===== src/rtl/icache_refill_if.sv =====
// icache_refill_if: memory-bus handshake between the line-fill engine and the interconnect.
//   mem_req_valid/mem_req_addr/mem_req_ready : one burst request per fill
//   mem_rsp_valid/mem_rsp_data/mem_rsp_err   : response beats, no backpressure
// Modports: master = refill engine, slave = memory side.
interface icache_refill_if #(
    parameter int unsigned WIDTH = 32
);
    logic             mem_req_valid;
    logic [31:0]      mem_req_addr;
    logic             mem_req_ready;
    logic             mem_rsp_valid;
    logic [WIDTH-1:0] mem_rsp_data;
    logic             mem_rsp_err;

    modport master (
        output mem_req_valid,
        output mem_req_addr,
        input  mem_req_ready,
        input  mem_rsp_valid,
        input  mem_rsp_data,
        input  mem_rsp_err
    );

    modport slave (
        input  mem_req_valid,
        input  mem_req_addr,
        output mem_req_ready,
        output mem_rsp_valid,
        output mem_rsp_data,
        output mem_rsp_err
    );
endinterface


===== src/rtl/icache_refill.sv =====
// icache_refill: instruction-cache line-fill engine.
// Accepts a miss, issues one burst on the memory bus, writes each beat into the 512-word
// data RAM, then writes the tag/valid entry and pulses fill_done.
// Ports:
//   clk, rst_n                 clock, asynchronous active-low reset
//   miss_valid/miss_addr       miss request, accepted when miss_ready is high
//   miss_ready                 engine idle (decoded from state)
//   mem                        memory bus (icache_refill_if.master)
//   wr_addr/wr_data/wr_en      data RAM write port, address {index, word offset}
//   tag_wr_*                   tag RAM write port
//   crit_valid/crit_data       missing word, for early restart
//   fill_done/fill_err         completion pulse and its failure qualifier
// Build option: define ICACHE_REFILL_CWF_EN for critical-word-first requests; otherwise the
// burst starts at the line base and beats arrive in order.
module icache_refill #(
    parameter int unsigned WIDTH      = 32,
    parameter int unsigned LINE_WORDS = 4
) (
    input  logic                               clk,
    input  logic                               rst_n,
    input  logic                               miss_valid,
    input  logic [31:0]                        miss_addr,
    output logic                               miss_ready,
    icache_refill_if.master                    mem,
    output logic [8:0]                         wr_addr,
    output logic [WIDTH-1:0]                   wr_data,
    output logic                               wr_en,
    output logic                               tag_wr_en,
    output logic [8-$clog2(LINE_WORDS):0]      tag_wr_index,
    output logic [20:0]                        tag_wr_tag,
    output logic                               tag_wr_valid,
    output logic                               crit_valid,
    output logic [WIDTH-1:0]                   crit_data,
    output logic                               fill_done,
    output logic                               fill_err
);
    localparam int unsigned OFF_W = $clog2(LINE_WORDS);
    localparam logic [31:0] LINE_MASK = 32'(LINE_WORDS * 4 - 1);

    typedef enum logic [1:0] {StIdle, StReq, StFill, StCommit} state_e;

    state_e           state;
    logic [29:0]      word_addr_q;  // miss_addr[31:2]
    logic [OFF_W-1:0] beat_cnt_q;
    logic             err_q;

    logic [OFF_W-1:0] miss_off;
    logic [OFF_W-1:0] start_off;
    logic [OFF_W-1:0] beat_off;
    logic [31:0]      req_mask;
    logic             beat_ok;
    logic             beat_last;

    assign miss_off = word_addr_q[OFF_W-1:0];

`ifdef ICACHE_REFILL_CWF_EN
    // Memory wraps within the line starting at the missing word.
    assign start_off = miss_off;
    assign req_mask  = 32'h3;
`else
    assign start_off = '0;
    assign req_mask  = LINE_MASK;
`endif

    // Offset arithmetic wraps naturally in OFF_W bits.
    assign beat_off   = start_off + beat_cnt_q;
    assign beat_ok    = !err_q && !mem.mem_rsp_err;
    assign beat_last  = (beat_cnt_q == OFF_W'(LINE_WORDS - 1));
    assign miss_ready = (state == StIdle);

    always_ff @(posedge clk or negedge rst_n) begin
        if (!rst_n) begin
            state             <= StIdle;
            word_addr_q       <= '0;
            beat_cnt_q        <= '0;
            err_q             <= 1'b0;
            mem.mem_req_valid <= 1'b0;
            mem.mem_req_addr  <= '0;
            wr_addr           <= '0;
            wr_data           <= '0;
            wr_en             <= 1'b0;
            tag_wr_en         <= 1'b0;
            tag_wr_index      <= '0;
            tag_wr_tag        <= '0;
            tag_wr_valid      <= 1'b0;
            crit_valid        <= 1'b0;
            crit_data         <= '0;
            fill_done         <= 1'b0;
            fill_err          <= 1'b0;
        end else begin
            wr_en      <= 1'b0;
            crit_valid <= 1'b0;
            tag_wr_en  <= 1'b0;
            fill_done  <= 1'b0;

            unique case (state)
                StIdle: begin
                    if (miss_valid) begin
                        word_addr_q       <= miss_addr[31:2];
                        beat_cnt_q        <= '0;
                        err_q             <= 1'b0;
                        mem.mem_req_valid <= 1'b1;
                        mem.mem_req_addr  <= miss_addr & ~req_mask;
                        state             <= StReq;
                    end
                end
                StReq: begin
                    if (mem.mem_req_ready) begin
                        mem.mem_req_valid <= 1'b0;
                        state             <= StFill;
                    end
                end
                StFill: begin
                    if (mem.mem_rsp_valid) begin
                        beat_cnt_q <= beat_cnt_q + 1'b1;
                        wr_addr    <= {word_addr_q[8:OFF_W], beat_off};
                        wr_data    <= mem.mem_rsp_data;
                        wr_en      <= beat_ok;
                        if (beat_ok && (beat_off == miss_off)) begin
                            crit_valid <= 1'b1;
                            crit_data  <= mem.mem_rsp_data;
                        end
                        if (mem.mem_rsp_err) begin
                            err_q <= 1'b1;
                        end
                        // Tag write lands in the same cycle as the last data write.
                        if (beat_last) begin
                            tag_wr_en    <= 1'b1;
                            tag_wr_index <= word_addr_q[8:OFF_W];
                            tag_wr_tag   <= word_addr_q[29:9];
                            tag_wr_valid <= beat_ok;
                            fill_done    <= 1'b1;
                            fill_err     <= !beat_ok;
                            state        <= StCommit;
                        end
                    end
                end
                StCommit: begin
                    state <= StIdle;
                end
                default: begin
                    state <= StIdle;
                end
            endcase
        end
    end
endmodule


===== src/flat_wrapper.sv =====
// flat-port wrapper written by rule: the top's interface ports become plain ports
module icache_refill_flat 
#(
    parameter int unsigned WIDTH      = 32,
    parameter int unsigned LINE_WORDS = 4
)
  (clk, rst_n, miss_valid, miss_addr, miss_ready, wr_addr, wr_data, wr_en, tag_wr_en, tag_wr_index, tag_wr_tag, tag_wr_valid, crit_valid, crit_data, fill_done, fill_err, mem_mem_req_valid, mem_mem_req_addr, mem_mem_req_ready, mem_mem_rsp_valid, mem_mem_rsp_data, mem_mem_rsp_err);
  icache_refill_if #(.WIDTH(WIDTH)) mem_i ();
  input  logic clk;
  input  logic rst_n;
  input  logic miss_valid;
  input  logic [31:0] miss_addr;
  output logic miss_ready;
  output logic [8:0] wr_addr;
  output logic [WIDTH-1:0] wr_data;
  output logic wr_en;
  output logic tag_wr_en;
  output logic [8-$clog2(LINE_WORDS):0] tag_wr_index;
  output logic [20:0] tag_wr_tag;
  output logic tag_wr_valid;
  output logic crit_valid;
  output logic [WIDTH-1:0] crit_data;
  output logic fill_done;
  output logic fill_err;
  output wire logic [$bits(mem_i.mem_req_valid)-1:0] mem_mem_req_valid;
  output wire logic [$bits(mem_i.mem_req_addr)-1:0] mem_mem_req_addr;
  input wire logic [$bits(mem_i.mem_req_ready)-1:0] mem_mem_req_ready;
  input wire logic [$bits(mem_i.mem_rsp_valid)-1:0] mem_mem_rsp_valid;
  input wire logic [$bits(mem_i.mem_rsp_data)-1:0] mem_mem_rsp_data;
  input wire logic [$bits(mem_i.mem_rsp_err)-1:0] mem_mem_rsp_err;
  assign mem_mem_req_valid = mem_i.mem_req_valid;
  assign mem_mem_req_addr = mem_i.mem_req_addr;
  assign mem_i.mem_req_ready = mem_mem_req_ready;
  assign mem_i.mem_rsp_valid = mem_mem_rsp_valid;
  assign mem_i.mem_rsp_data = mem_mem_rsp_data;
  assign mem_i.mem_rsp_err = mem_mem_rsp_err;
  icache_refill #(.WIDTH(WIDTH), .LINE_WORDS(LINE_WORDS)) u_core (.clk(clk), .rst_n(rst_n), .miss_valid(miss_valid), .miss_addr(miss_addr), .miss_ready(miss_ready), .mem(mem_i), .wr_addr(wr_addr), .wr_data(wr_data), .wr_en(wr_en), .tag_wr_en(tag_wr_en), .tag_wr_index(tag_wr_index), .tag_wr_tag(tag_wr_tag), .tag_wr_valid(tag_wr_valid), .crit_valid(crit_valid), .crit_data(crit_data), .fill_done(fill_done), .fill_err(fill_err));
endmodule

===== config.mk =====
export PLATFORM = sky130hd
export DESIGN_NAME = icache_refill_flat
export DESIGN_NICKNAME = d
export VERILOG_FILES = /design/src/rtl/icache_refill_if.sv /design/src/rtl/icache_refill.sv /design/src/flat_wrapper.sv
export SDC_FILE = /design/constraint.sdc
export NUM_CORES = 1
export LEC_CHECK = 0
export CAP_MARGIN = 20
export CORE_MARGIN = 5
export CORE_UTILIZATION = 45
export CTS_CLUSTER_SIZE = 24
export DETAILED_ROUTE_END_ITERATION = 10
export PLACE_DENSITY = 0.81
export SLEW_MARGIN = 0
export SYNTH_ARGS = -nofsm -noshare
export SYNTH_HDL_FRONTEND = slang
export SYNTH_SLANG_ARGS = --single-unit

===== constraint.sdc =====
create_clock -name clk -period 1.95 [get_ports clk]
set_input_delay 0.2925 -clock clk [delete_from_list [all_inputs] [get_ports clk]]
set_output_delay 0.2925 -clock clk [all_outputs]
set_load 0.05 [all_outputs]

* Yosys cells after proc, flatten, opt, wreduce, memory -nomap -nowiden
Cells that the tools add are included.
Storage, ports and cells: register bits after elaboration 170, logic and storage cells 66, output and inout bits 141
Cells by class: equal/unequal tests 10, reduce and logical (&&, ||, !) cells 16, muxes and demuxes 23, add/sub/neg operators 1
Operators by type and width (count):
- 1-bit two-way mux | 13
- 2-bit two-way mux | 6
- 3-bit AND reduction | 4
- 2-bit != test, second input constant | 4
- 2-bit case mux with 4 select lines | 1
- 4-bit AND reduction | 2
- 2-bit == test, second input constant | 3
- 1-bit case mux with 2 select lines | 2
- 2-bit case mux with 2 select lines | 1
- 2-bit AND reduction | 2
- 2-bit nonzero test | 2
- 1-bit zero test | 3
- 2-bit by 1-bit adder with 2-bit output, second input constant | 1
- 2-bit by 1-bit == test with 1-bit output, second input constant | 1
- 2-bit == test | 1
- 1-bit logical AND | 2
- 2-bit zero test | 1
- 2-bit by 1-bit != test with 1-bit output, second input constant | 1

* Depth between registers and ports, before layout
Gate-level depths: netlist of the first run.
word-level depth 6, depth in mapped cells 6, depth with buffers taken out 5

* Worst setup path before layout of the first run
No wires, ideal clock.
path kind register -> register, start reg u_core.state[1], end reg u_core.state[1], slack 0.057 ns, required time 1.825 ns, period minus slack after synthesis 1.893 ns, cell stages (with the launch flop) 6, data arrival time 1.768 ns, path through dfrtp_1 > inv_1 > ha_1 > nor2b_1 > a221oi_1 > mux2_2
On the way: longest elaborated chain between the ends 3, elaborated cells on any way between the ends 10, classes of those cells 7 x eq/ne; 1 x mux; 2 x reduce/logical
RTL lines:
- start, declared | line icache_refill.sv:42 | state_e state;
- start signal, assigned | line icache_refill.sv:73 | state <= StIdle;
- start signal, assigned | line icache_refill.sv:104 | state <= StReq;
- start signal, assigned | line icache_refill.sv:110 | state <= StFill;
- 2-bit zero test *
- named net miss_ready | line flat_wrapper.sv:13 | output logic miss_ready;
- 2-bit != test (no source line)
- 4-bit AND reduction (no source line)
The timed path passes the listed nets; every way through them passes the cells marked *. A chain may end at the register's enable or synchronous reset.

==> out/qor.txt, run 1 <==
Initial Util - 46.1%
worst reg2reg path depth - 6
GRT Residual Overflow - 0
critical path class - register to output pin
cell depth of the worst setup path - 1
final setup fails - 0
Hold Crit Class - primary input to asynchronous set/reset pin
Synth Flop Type - dfrtp_1
first-pass GRT wire length - 21100 um
Max-Slew Margin vs Limit - 63.3%
CP Launch Type - register
Critical Path End Type - output pin
Worst-Skew Late Latency - 0.42 ns
Layout fillers - 926
Slew Limit Fails - 0
Slew @ Worst Pin - 0.548 ns
cell taking the most area after synthesis - dfrtp_1
Die X - 124 um
DRT antenna net count - 0
Worst Skew - 0.00991 ns
most frequent cells in the layout - clkdlybuf4s50_1, dfrtp_1, mux2_2
htree depth - 4
area occupied by multi-input gates - 1910 um^2
largest fanout on the critical path - 3
Worst path max stage delay - 0.82 ns
final RePlAce weighted congestion - 0.772
Hold WS - 0.442 ns
core area - 12600 um^2
top cell type's share of synthesized area - 61.1%
number of synthesized flops with an enable pin - 0
CTS Sinks - 142
CTS tree - yes
final hold viol count - 0
CP Data Required Time - 1.66 ns
initial antenna violation count - 0
Reg2Reg Setup Slack - 0.20 ns
reg2reg end - u_core.crit_data[16]
Seq cells post-synth - 142
commonest non-fill, non-tap cell in the layout - clkdlybuf4s50_1
crit-path leading delay family - buffers and inverters
Vert. Die Dim - 124 um
Worst Path Buf+Inv - 1
CP arrival - 1.61 ns
row count - 41
register area share after synthesis - 61.1%
Post-CTS Setup Bufs - 0
post-synthesis cell count - 368
FFs w/ async S/R, synth - 100%
Detailed Route WL - 13400 um
number of DRC markers in iteration 0 - 128
worst setup path endpoint - mem_mem_req_addr[17]
die area - 15300 um^2
total inserted antenna cells - 0
largest net degree at the start of global routing - 72
routed len/inst - 18.1 um
clk root buf - clkbuf_16
FF/Latch Area - 3550 um^2
final period utilization - 97.4%
Fmax - 527 MHz
Synth warnings - 0
Tot GR Track Use - 18.3%
Crit Reg-Reg Startpoint - u_core.state[0]
vias in the first global route - 3989
Via Count - 3574
Syn Area/Cell - 15.8 um^2
Syn Std Cell Area - 5810 um^2
post-layout net count - 635
outcome - finished clean
Reg clk slew, reported paths - 0.06 ns
Ports - 211
DR DRC count - 0
critical path cell sequence - clkdlybuf4s50_1
slowest CP cell - clkdlybuf4s50_1
iteration count of the initial detailed-routing pass - 4
share of layout cells above drive strength 1 - 31.6%
final worst path period need - 1.90 ns
CP startpoint - u_core.word_addr_q[15]
CTS buffer count - 17
synth unique cells - 28
DP Wirelength - 9640 um
Clock Path Buffers - 2
Max Cap Viol - 0
P&R area growth vs syn - 47.6%
top cells by area, synth - dfrtp_1, mux2_2, mux2_4, buf_4, ha_1
DR vias/cell - 4.80
IO Port Bufs - 204
-- registers in the layout (all words and copies together) (netlist names), 2 cells and up --
signal	count
u_core.wr_data	32
u_core.crit_data	32
u_core.tag_wr_tag	21
u_core.tag_wr_index	7
u_core.wr_addr	9
u_core.state	2
u_core.beat_cnt_q	2
u_core.word_addr_q	30
-- worst reg2reg max path, cell delays in order (launching register included) --
cell	delay [ns]
dfrtp_1	0.39
inv_1	0.15
ha_1	0.25
nand2_2	0.09
nand4b_4	0.19
buf_12	0.20
mux2_4	0.36
-- cell usage after synthesis (3+ instances only) --
cell type / instances
nand2b_1: 3
nor2_1: 3
and3_1: 3
nand2_1: 6
o21ai_0: 5
buf_2: 10
buf_6: 3
buf_4: 34
mux2_4: 30
ha_1: 6
mux2_2: 101
dfrtp_1: 142
inv_1: 5
-- worst min-delay path by stage --
stage,endpoint,cells after the start,startpoint
after floorplan,u_core.beat_cnt_q[0],0,rst_n
after global placement,u_core.tag_wr_tag[19],2,rst_n
after detailed placement,u_core.tag_wr_tag[18],2,rst_n
after CTS,u_core.tag_wr_index[4],3,rst_n
after global routing,u_core.tag_wr_tag[15],3,rst_n
final,u_core.tag_wr_tag[15],3,rst_n
-- per-stage QoR --
step	TNS (ns)	area (um^2)	setup WS (ns)	util, %	cells
finish	0	8580	0.0517	68.0	744
global route	-0.00112	8580	-0.00112	68.0	744
CTS	0	8510	0.00124	67.5	744
detailed placement	0	7890	0.130	62.6	711
global placement	0	7890	0.152	62.6	711
floorplan	0	5820	0.0568	-	371
-- layout make-up --
class,instances,share of cell area (%)
Clock buffer,17,4.96
Inverter,5,0.219
Timing Repair Buffer,216,26.4
Multi-Input combinational cell,177,22.3
Clock inverter,15,2.17
Sequential cell,142,41.4
Tap cell,172,2.51
-- layer usage --
| layer | track usage, % | vias up | part of all wire [%] |
|---|---|---|---|
| li1 | - | 1634 | - |
| met1 | 21.0 | 1777 | 38 |
| met2 | 30.3 | 145 | 50 |
| met3 | 8.17 | 18 | 10 |
| met4 | 6.85 | 0 | 1.6 |
| met5 | 0 | - | 0 |
-- cell families (layout without fill, tap and decap cells) --
logic type               count (synthesis)  after routing  synth area share (%)
AO/OA/AOI/OAI                           13             13                  1.40
XOR/XNOR                                 2              2                 0.431
adder cells (fa/ha/maj)                  6              6                  1.29
buffers and inverters                   52            253                  6.16
flip-flops                             142            142                  61.1
multiplexers                           132            132                  27.5
other                                    1              4                0.0645
AND/OR/NAND/NOR                         20             20                  2.04
-- what timing repair did --
item	in CTS	in global routing
resized for setup	1	26
endpoints found under the hold margin	142	0
hold buffers	1	0
setup endpoints to repair	1	26
Power of run 1 is not shown: default switching activity piles up to over one toggle a cycle in this logic, so the estimate is an artifact.
==> inputs of run 2 (changes only) <==
- TNS_END_PERCENT: not set -> 1
==> results of run 2 <==
Final layout, timing and power as in run 1 (identical DEF).
Power of run 2 is left out for the same reason.
==> variant 1 (flow settings as in run 2) <==
Add a define of `ICACHE_REFILL_CWF_EN`.
--- a/src/rtl/icache_refill.sv
+++ b/src/rtl/icache_refill.sv
@@ -12,6 +12,8 @@
 //   fill_done/fill_err         completion pulse and its failure qualifier
 // Build option: define ICACHE_REFILL_CWF_EN for critical-word-first requests; otherwise the
 // burst starts at the line base and beats arrive in order.
+`define ICACHE_REFILL_CWF_EN
+
 module icache_refill #(
     parameter int unsigned WIDTH      = 32,
     parameter int unsigned LINE_WORDS = 4
Formal check against the unedited RTL: not equivalent (Yosys sat finds a counterexample within 4 cycles, from zero or initial values and one cycle with rst_n low).
==> variant 1 against run 2 <==
- area after synthesis is 3.8% lower
- worst setup slack worse by 0.011 ns
- design area is 0.57% lower
- routed wire length is 6.7% higher
- sequential cell count stayed put
- register-to-register slack worse by 0.11 ns
- cell count is 7.1% higher
- critical endpoint is now tag_wr_tag[6]
Power is left out: the tool's default activity adds up to more than one toggle a clock period on the data nets, which glitch-free logic cannot reach.
==> variant 1: results <==
[clock_network]
cts_setup_buffers = 0
cts.clk_slew.worst_paths_ns = 0.06

[layout]
n_fill_cell = 829
drive_gt1_share_pct = 24.3
antenna_cells = 0
nets = 692
final_cell_count_no_fill = 797

[routing]
drt-total-wl_um = 14300
dr.first_iter.drc_count = 189
first_pass_iters = 4
vias_per_cell = 4.81

[floorplanning]
start_util_pct = 46.2

[synth]
synth_cell_type_count = 31
synth_area_leaders = dfrtp_1 64%, mux2_2 15%, mux2_4 7.8%
synthTopCellsByCount = 142 x dfrtp_1, 92 x nand2_1, 74 x mux2_2, 29 x mux2_4, 10 x buf_2
avgSynthCellArea_sq_um = 14.1
seq_area_frac_synth_pct = 63.5
synthArstFlopShare_pct = 100

[placement]
routabilityCongestion = 0.746
numPortBuffers = 206
placed_area_sq_mm = 0.00791
dp.cells = 765
hpwl_um = 10200

[global_route]
grt_pass1_wl_um = 22600
grt_max_degree = 73
grt_pass1_vias = 4194
antenna_found_initial = 0
grt_util_all_layers_pct = 20.0

[sta]
clock-skew-final_ns = 0.0126
slew-limit-headroom_pct = 62.6

[setup_path]
worstPathMaxFanout = 2
path_delay_family = buffers and inverters

[outcome]
status = finished, final reports clean
variant 1: cell types whose count changed after synthesis, moves of 2 or more:
cell / before / now
nand2_1: 6 / 92
buf_4: 34 / 3
clkbuf_1: 0 / 4
o21ai_0: 5 / 3
mux2_2: 101 / 74
and3_1: 3 / 0
variant 1: logic make-up (layout without fill, tap and decap cells):
group | count (synthesis) | count (layout) | synth area share, %
DFF | 142 | 142 | 63.5
muxes | 104 | 104 | 22.9
and+or+nand+nor | 103 | 103 | 7.67
buffers and inverters | 27 | 258 | 2.64
AOI/OAI and AO/OA | 12 | 12 | 1.50
adders and majority gates | 5 | 5 | 1.12
xor gates and xnor gates | 3 | 3 | 0.604
other | 1 | 2 | 0.0670
variant 1: layer usage:
metal | track usage, % | vias to the layer above | part of all wire [%]
met4 | 6.16 | 0 | 1.5
li1 | - | 1758 | -
met5 | 0 | - | 0
met3 | 11.7 | 16 | 12
met2 | 30.2 | 178 | 45
met1 | 24.1 | 1880 | 41
variant 1: final timing paths:
path                            cells past startpoint  slack (ns)                    end                   from
min in group clk                                    2        0.47   u_core.tag_wr_tag[8]   u_core.tag_wr_tag[8]
max in group asynchronous                           3        1.17  u_core.word_addr_q[0]                  rst_n
worst min-delay path                                3        0.44     u_core.wr_data[15]                  rst_n
worst min register to register                      2        0.47   u_core.tag_wr_tag[8]   u_core.tag_wr_tag[8]
worst max register to register                      5        0.09    u_core.crit_data[1]  u_core.word_addr_q[0]
worst max-delay path                                1        0.04          tag_wr_tag[6]   u_core.tag_wr_tag[6]
variant 1: cell type report:
type,count,area [sq um],area share [%]
Clock inverter,5,81.3,0.953
Sequential cell,142,3550,41.7
Multi-Input combinational cell,229,1900,22.3
Tap cell,168,210,2.46
Clock buffer,26,489,5.73
Timing Repair Buffer,221,2270,26.6
Inverter,6,22.5,0.264
variant 1: worst reg2reg max path: stages, from the launching register on:
cell,delay [ns]
dfrtp_2,0.45
ha_1,0.36
xnor2_2,0.17
nand4b_4,0.11
buf_12,0.26
mux2_2,0.39
variant 1: metrics by stage:
step / worst slack [ns] / util [%] / setup TNS (ns) / hold WS (ns)
floorplan: 0.0799 / - / 0 / -0.00309
global placement: 0.150 / 65.3 / 0 / 0.314
detailed placement: 0.0885 / 65.3 / 0 / 0.326
CTS: 0.00337 / 70.1 / 0 / 0.456
global route: -0.0000944 / 70.4 / -0.0000944 / 0.478
finish: 0.0403 / 70.4 / 0 / 0.443
variant 1: what timing repair did:
action                     in CTS  in global routing
gates resized for setup         5                 15
setup endpoints to repair       5                 15
pin swaps                       0                  0
hold endpoints to repair      142                  0
hold buffers                    1                  0
==> variant 2 (settings of run 2) <==
Made on the original files. The 4 states of `state_e` get a one-hot encoding in 4 bits.
--- a/src/rtl/icache_refill.sv
+++ b/src/rtl/icache_refill.sv
@@ -37,7 +37,7 @@
     localparam int unsigned OFF_W = $clog2(LINE_WORDS);
     localparam logic [31:0] LINE_MASK = 32'(LINE_WORDS * 4 - 1);
 
-    typedef enum logic [1:0] {StIdle, StReq, StFill, StCommit} state_e;
+    typedef enum logic [3:0] {StIdle = 4'b0001, StReq = 4'b0010, StFill = 4'b0100, StCommit = 4'b1000} state_e;
 
     state_e           state;
     logic [29:0]      word_addr_q;  // miss_addr[31:2]
Formal check against the unedited RTL: same outputs for any inputs over 4 cycles, from zero or initial values and one cycle with rst_n low; so few cycles prove little.
==> variant 2 against run 2 <==
- synthesized cell count grew 0.27%
- first-iteration DRC count rose by 33%
- clock skew fell by 0.0020 ns
- routed wire length is 1.4% higher
- count of clock-buffer cells in the layout is 6 higher
- sequential cell count increased by 2
- area after synthesis grew 0.75%
- worst setup slack lost 0.016 ns
- design area is 0.69% higher
- largest cell class unchanged
- die area increased by 0.70%
==> variant 2: results <==
[layout]
nets = 634
final_cell_count_no_fill = 746
largestRegisters = u_core.crit_data x32, u_core.wr_data x32, u_core.word_addr_q x30
drive_gt1_share_pct = 32.8
antenna_cells = 0

[global_route]
grt_util_all_layers_pct = 18.3
grt_max_degree = 55
met3_usage_pct = 9.63
grtUsageMet2_pct = 29.4
antenna_found_initial = 0
use_met1_pct = 20.5
grt_pass1_wl_um = 21400
grt_pass1_vias = 4087

[min_path]
holdCritPathClass = input pin to async pin

[sta]
finalSetupTns_ns = 0
hold_ws_ns = 0.392
tightest_slew_ns = 0.556
finalCriticalPeriod_ns = 1.91
clock-skew-final_ns = 0.00792

[synth]
synthArstFlopShare_pct = 100
synth_cell_type_count = 33
avgSynthCellArea_sq_um = 15.9
synth_area_leaders = dfrtp_1 61%, mux2_2 20%, mux2_4 7.7%
ys_warn_count = 0
synthTopCellsByCount = 143 x dfrtp_1, 103 x mux2_2, 33 x buf_4, 30 x mux2_4, 9 x buf_2
seq_area_frac_synth_pct = 61.5

[routing]
first_pass_iters = 6
vias = 3625
drt-total-wl_um = 13600
dr.first_iter.drc_count = 170

[clock_network]
cts_buffer_depth = 2
cts_made_buffers = 17
cts_setup_buffers = 0
cts_root_buf = clkbuf_16
cts.clk_slew.worst_paths_ns = 0.05
clock_latency_ns = 0.41
htree_levels = 4

[placement]
dp_slack_ns = -0.384
numPortBuffers = 204
hpwl_um = 10000
dp.cells = 715
routabilityCongestion = 0.760

[pwr]
total_leakage_power_nw = 4.11
ir_drop_uv = 894

[setup_path]
worstPathMaxFanout = 20
crit_arrival_ns = 2.21
r2r_setup_slack_ns = 0.04

[outcome]
status = finished, final reports clean
-- variant 2: kinds of logic after synthesis --
logic type,Yosys count,synth area share [%]
simple gates,23,2.73
flops,144,61.5
buf+inv,54,6.28
xor+xnor,2,0.299
other cells,1,0.0640
compound gates,10,1.20
mux,134,27.7
fa+ha+maj,1,0.214
-- variant 2: what timing repair did --
action	in CTS	in global routing
pin swaps	0	1
hold buffers	1	0
endpoints found under the setup margin	13	21
resized for setup	2	19
cloned	0	0
endpoints found under the hold margin	46	0
-- variant 2: metal layers --
metal  part of all wire, %  wire length, um  up-vias
met2                    49             6670      147
li1                      -                -     1641
met3                    11             1510       17
met4                   2.2              297        0
met5                     0                0        -
met1                    38             5160     1820
-- variant 2: through the flow --
stage	area [sq um]	total power, W
after detailed placement	8010	0.0106
after global placement	8010	0.0104
final	8640	0.0136
after global routing	8640	0.0142
after floorplan	5880	0.00874
after CTS	8590	0.0137
-- variant 2: worst max-delay path, cell delays in order (launching register included) --
cell and delay, ns:
dfrtp_1 0.37, or4_4 0.56, nor4_4 0.26, buf_12 0.25
mux2_2 0.35
-- variant 2: path summary, 6_finish.rpt --
path                              startpoint                endpoint  cells past startpoint
max in group asynchronous              rst_n  u_core.word_addr_q[13]                      3
setup / recovery             u_core.state[3]     u_core.crit_data[0]                      4
setup reg to reg             u_core.state[3]     u_core.crit_data[0]                      4
min in group clk               miss_addr[19]  u_core.word_addr_q[17]                      2
hold / removal                         rst_n   u_core.word_addr_q[9]                      2
hold reg to reg            u_core.wr_addr[5]       u_core.wr_addr[5]                      1
-- variant 2: final cells by class --
type	count	area (sq um)
Inverter	5	18.8
Sequential cell	144	3600
Tap cell	172	215
Multi-Input combinational cell	174	1920
Fill cell	961	4030
Clock inverter	7	85.1
Clock buffer	23	478
Timing Repair Buffer	221	2310
-- variant 2: power breakdown --
group / switching [W] / internal, W
Clock: 0.00115 / 0.00196
Combinational: 0.00375 / 0.00236
Sequential: 0.000548 / 0.00381
Total: 0.00544 / 0.00813
